[config.mk]
export PLATFORM = sky130hd
export DESIGN_NAME = elastic_pipe_buf
export DESIGN_NICKNAME = d
export VERILOG_FILES = /design/src/rtl/elastic_pipe_buf.sv
export SDC_FILE = /design/constraint.sdc
export NUM_CORES = 1
export LEC_CHECK = 0
export BUFFER_PORTS_ARGS = -buffer_cell sky130_fd_sc_hd__buf_2
export CORE_ASPECT_RATIO = 0.9
export CORE_MARGIN = 5
export CORE_UTILIZATION = 30
export CTS_CLUSTER_SIZE = 14
export DETAILED_ROUTE_END_ITERATION = 7
export PLACE_DENSITY_LB_ADDON = 0.3
export SYNTH_ARGS = -nofsm -noshare
export SYNTH_HDL_FRONTEND = slang
export SYNTH_SLANG_ARGS = --single-unit
[constraint.sdc]
create_clock -name clk -period 6.72 [get_ports clk]
set_input_delay 1.344 -clock clk [delete_from_list [all_inputs] [get_ports clk]]
set_output_delay 1.344 -clock clk [all_outputs]
set_load 0.05 [all_outputs]
[src/rtl/elastic_pipe_buf.sv]
// Elastic ready/valid buffer: DEPTH-entry circular store with fully registered
// handshake status, synchronous flush, fill level, almost-full and optional
// zero-word filtering with a saturating drop counter.
module elastic_pipe_buf #(
  parameter int unsigned WIDTH     = 32,
  parameter int unsigned DEPTH     = 4,
  parameter int unsigned AF_THRESH = DEPTH - 1,
  parameter bit          DROP_ZERO = 1'b0
) (
  input  logic                       clk,
  input  logic                       rstn,
  input  logic                       flush,
  input  logic                       in_valid,
  input  logic [WIDTH-1:0]           in_data,
  output logic                       in_ready,
  output logic                       out_valid,
  output logic [WIDTH-1:0]           out_data,
  input  logic                       out_ready,
  output logic [$clog2(DEPTH+1)-1:0] level,
  output logic                       almost_full,
  output logic [15:0]                drop_cnt
);

  localparam int unsigned PW = $clog2(DEPTH);
  localparam int unsigned LW = $clog2(DEPTH + 1);
  localparam logic [LW-1:0] LvlFull = LW'(DEPTH);
  localparam logic [LW-1:0] LvlAf   = LW'(AF_THRESH);

  logic [WIDTH-1:0] mem_q [DEPTH];
  logic [WIDTH-1:0] mem_d [DEPTH];
  logic [PW-1:0]    wr_ptr_q, wr_ptr_d;
  logic [PW-1:0]    rd_ptr_q, rd_ptr_d;
  logic [LW-1:0]    level_q, level_d;
  logic [15:0]      drop_cnt_q, drop_cnt_d;

  logic accept, push, pop, drop;

  // Handshake status decoded from registered state only (plus flush gating).
  always_comb begin
    in_ready    = (level_q != LvlFull) & ~flush;
    out_valid   = (level_q != '0) & ~flush;
    out_data    = mem_q[rd_ptr_q];
    level       = level_q;
    almost_full = (level_q >= LvlAf);
    drop_cnt    = drop_cnt_q;
    accept      = in_valid & in_ready;
    drop        = accept & DROP_ZERO & (in_data == '0);
    push        = accept & ~drop;
    pop         = out_valid & out_ready;
  end

  // Next-state for storage, pointers, level and drop counter.
  always_comb begin
    mem_d      = mem_q;
    wr_ptr_d   = wr_ptr_q;
    rd_ptr_d   = rd_ptr_q;
    level_d    = level_q;
    drop_cnt_d = drop_cnt_q;
    if (flush) begin
      // Contents stay in place; only the bookkeeping is cleared.
      wr_ptr_d = '0;
      rd_ptr_d = '0;
      level_d  = '0;
    end else begin
      if (push) begin
        mem_d[wr_ptr_q] = in_data;
        wr_ptr_d        = wr_ptr_q + PW'(1);
      end
      if (pop) begin
        rd_ptr_d = rd_ptr_q + PW'(1);
      end
      case ({push, pop})
        2'b10:   level_d = level_q + LW'(1);
        2'b01:   level_d = level_q - LW'(1);
        default: level_d = level_q;
      endcase
      if (drop && (drop_cnt_q != 16'hFFFF)) begin
        drop_cnt_d = drop_cnt_q + 16'd1;
      end
    end
  end

  // State registers; reset clears everything including storage.
  always_ff @(posedge clk or negedge rstn) begin
    if (!rstn) begin
      for (int i = 0; i < DEPTH; i++) begin
        mem_q[i] <= '0;
      end
      wr_ptr_q   <= '0;
      rd_ptr_q   <= '0;
      level_q    <= '0;
      drop_cnt_q <= '0;
    end else begin
      mem_q      <= mem_d;
      wr_ptr_q   <= wr_ptr_d;
      rd_ptr_q   <= rd_ptr_d;
      level_q    <= level_d;
      drop_cnt_q <= drop_cnt_d;
    end
  end

endmodule
==> flow_summary.yaml <==
run_status:
  status: "finished clean"
setup_path:
  rr_worst_depth: 3
  arrival_ns: 2.38
  crit_path_end_kind: "primary output"
  crit_buf_inv: 2
  cp_data_required_time_ns: 5.38
  worstSetupPathDepth: 3
  cpLargestDelayFamily: "buffers and inverters"
  cp_max_fo: 27
  slowest_stage: "mux4_2"
  critPathKind: "reg -> out"
  critPathMaxStageDelay_ns: 0.63
  start_kind: "flop"
  crit_chain: "buf_4, mux4_2, buf_2"
timing:
  max_slew_margin_pct: 28.5
  fmax_mhz: 268
  finalCritPeriodShare_pct: 55.4
  period_needed_ns: 3.73
  drv_slew: 0
  tns_ns: 0
  rsz0062_at_grt: "false"
  worst_pin_slew_ns: 1.07
  setup_viol: 0
  fin_skew_ns: 0.00823
  finalHoldViolations: 0
worst_hold_path:
  min_path_cells: 1
  hp-class: "reg -> reg"
drt:
  first_pass_iters: 4
  vias: 3480
  first_iter_violations: 170
  wl_per_cell_um: 17.7
  via_per_inst: 4.61
  drc: 0
  drt-total-wl_mm: 13.4
  ant_nets: 0
clocking:
  htreeDepth: 4
  cts_setup_buffers: 0
  clock_path_buffers: 2
  cts_tree: "built"
  clk_latency_ns: 0.41
  cts_root_buf: "clkbuf_16"
  postCtsResizedCells: 0
  cts_hold_buf: 0
  cts_buffers: 17
  clk_pin_slew_worst_paths_ns: 0.06
  cts_sinks: 135
floorplanning:
  core_mm2: 0.0208
  initial_utilization_pct: 30.3
  core.rowCount: 50
  dieHeight_um: 148
  die_x_um: 163
  ios: 91
  dieArea_mm2: 0.0240
final_layout:
  nets: 500
  area_delta_synth_final_pct: 17.2
  antenna_cells: 0
  drive_above_1_share_pct: 56.9
global_routing:
  grt_overflow: 0
  grt_pass1_wl_mm: 21.7
  grt_pass1_vias: 3890
  track_usage_pct: 11.7
  antenna_found_initial: 1
  grt_max_degree: 80
synthesis:
  yosysUniqueCellTypes: 38
  synth.area.top_cells: "dfrtp_1, mux2_2, mux4_2, buf_4, buf_6"
  syn_avg_cell_area_um2: 16.1
  yosysWarnings: 0
  synth_ff_type: "dfrtp_1"
  synth.top_cell.area_share_pct: 53.6
  synthArstFlopShare_pct: 100
  yosysSeqAreaShare_pct: 53.6
  synth-edff-count: 0
  syn_area_mm2: 0.00630
  synth_largest_area_cell: "dfrtp_1"
  ys_ff_latch: 135
  synth_cells: 392
placed_design:
  place_hpwl_mm: 8.31
  io_buffer_count: 74
  finalWeightedCongestion: 0.719
power:
  internal_power_w: 0.00207
  power.density_mw_per_mm2: 413
  power_frac_clock_pct: 32.2
  power_switching_w: 0.000976
  ir_drop_mv: 0.165
  power_leakage_nw: 3.29
  power_w: 0.00305
  power_frac_seq_pct: 39.0
  power.switching_fraction_pct: 32.0
  pwr-share-comb_pct: 28.8
flow_run:
  drv_cap: 0
==> power groups by stage <==
stage	Clock [W]	Sequential (W)	Combinational (W)
after floorplan	0	0.00115	0.000754
after global placement	0	0.00118	0.000877
after detailed placement	0	0.00120	0.000894
after CTS	0.00100	0.00119	0.000897
after global routing	0.00105	0.00122	0.000940
final	0.000981	0.00119	0.000879
==> sequential cells by signal, summed over array words and instances (netlist names) <==
name      count
mem_q       128
level         3
rd_ptr_q      2
wr_ptr_q      2
==> synthesized netlist by cell type (3+ instances only) <==
cell type	number
a21oi_1	4
buf_2	5
ha_1	4
dfrtp_1	135
nand3b_1	3
mux2_1	7
mux4_2	32
mux2_2	121
buf_6	8
nand3_1	4
inv_1	3
clkbuf_1	9
buf_8	6
buf_4	16
nor2b_1	4
nor2_1	3
==> layer usage <==
| metal | vias to the layer above | wire, µm | GRT usage (%) |
|---|---|---|---|
| li1 | 1549 | - | - |
| met1 | 1841 | 5930 | 15.4 |
| met2 | 79 | 6740 | 18.9 |
| met3 | 9 | 613 | 3.12 |
| met4 | 2 | 93 | 3.52 |
| met5 | - | 20 | 0 |
==> final cells by class <==
class                           instances  area [µm²]
Clock buffer                           19         453
Clock inverter                         11         174
Fill cell                            2023       13400
Inverter                                3        11.3
Multi-Input combinational cell        225        2620
Sequential cell                       135        3380
Tap cell                              286         358
Timing Repair Buffer                   76         392
==> final timing paths <==
check / start / end / slack, ns
setup / recovery: rd_ptr_q[0] / out_data[31] / 2.99
hold / removal: mem_q[39] / mem_q[39] / 0.49
setup reg to reg: level[1] / mem_q[16] / 4.20
hold reg to reg: mem_q[39] / mem_q[39] / 0.49
max in group asynchronous: rstn / mem_q[33] / 4.42
min in group asynchronous: rstn / mem_q[55] / 0.89
==> cells by family after synthesis <==
| kind of cell | share of synthesized area, % |
|---|---|
| XOR/XNOR | 0.417 |
| other | 0.0595 |
| AND/OR/NAND/NOR | 2.58 |
| AO/OA/AOI/OAI | 2.06 |
| buffers and inverters | 5.88 |
| multiplexers | 34.3 |
| flip-flops | 53.6 |
| adder cells (fa/ha/maj) | 1.11 |
==> worst reg2reg max path: stages, from the launching register on <==
cell	delay [ns]
dfrtp_1	0.59
or3b_4	0.33
nand3_2	0.84
mux2_2	0.63
==> cell usage in the layout (no fill, tap or decap), types with 2 or more instances in the layout <==
master      Yosys  final
dfrtp_2         0      2
nand3_1         4      2
clkbuf_8        0      2
nand3_4         2      2
a211oi_1        2      2
ha_1            4      4
nor2b_1         4      4
bufinv_16       0      4
nor2_1          3      3
a21o_1          2      2
clkinvlp_4      0      3
conb_1          1     16
xor2_1          2      2
nand2b_1        2      2
buf_4          16      2
o22ai_1         2      2
inv_1           3      3
buf_2           5     73
nand3_2         0      2
mux4_2         32     32
mux2_1          7      7
clkinv_4        0      2
a21oi_1         4      4
mux2_2        121    121
dfrtp_1       135    133
nand3b_1        3      3
clkbuf_16       0     17
==> per-stage QoR <==
| stage | instances | setup slack (ns) | hold WS [ns] | utilization (%) | cell area (µm²) |
|---|---|---|---|---|---|
| 2_1_floorplan | 407 | 3.15 | 0.459 | - | 6360 |
| 3_3_place_gp | 725 | 2.81 | 0.468 | 32.6 | 6760 |
| 3_5_place_dp | 725 | 2.66 | 0.478 | 32.6 | 6760 |
| 4_1_cts | 755 | 2.91 | 0.491 | 35.6 | 7390 |
| 5_1_grt | 755 | 2.83 | 0.498 | 35.6 | 7390 |
| 6_report | 755 | 2.99 | 0.488 | 35.6 | 7390 |
Power figures use the tool's default switching activity.
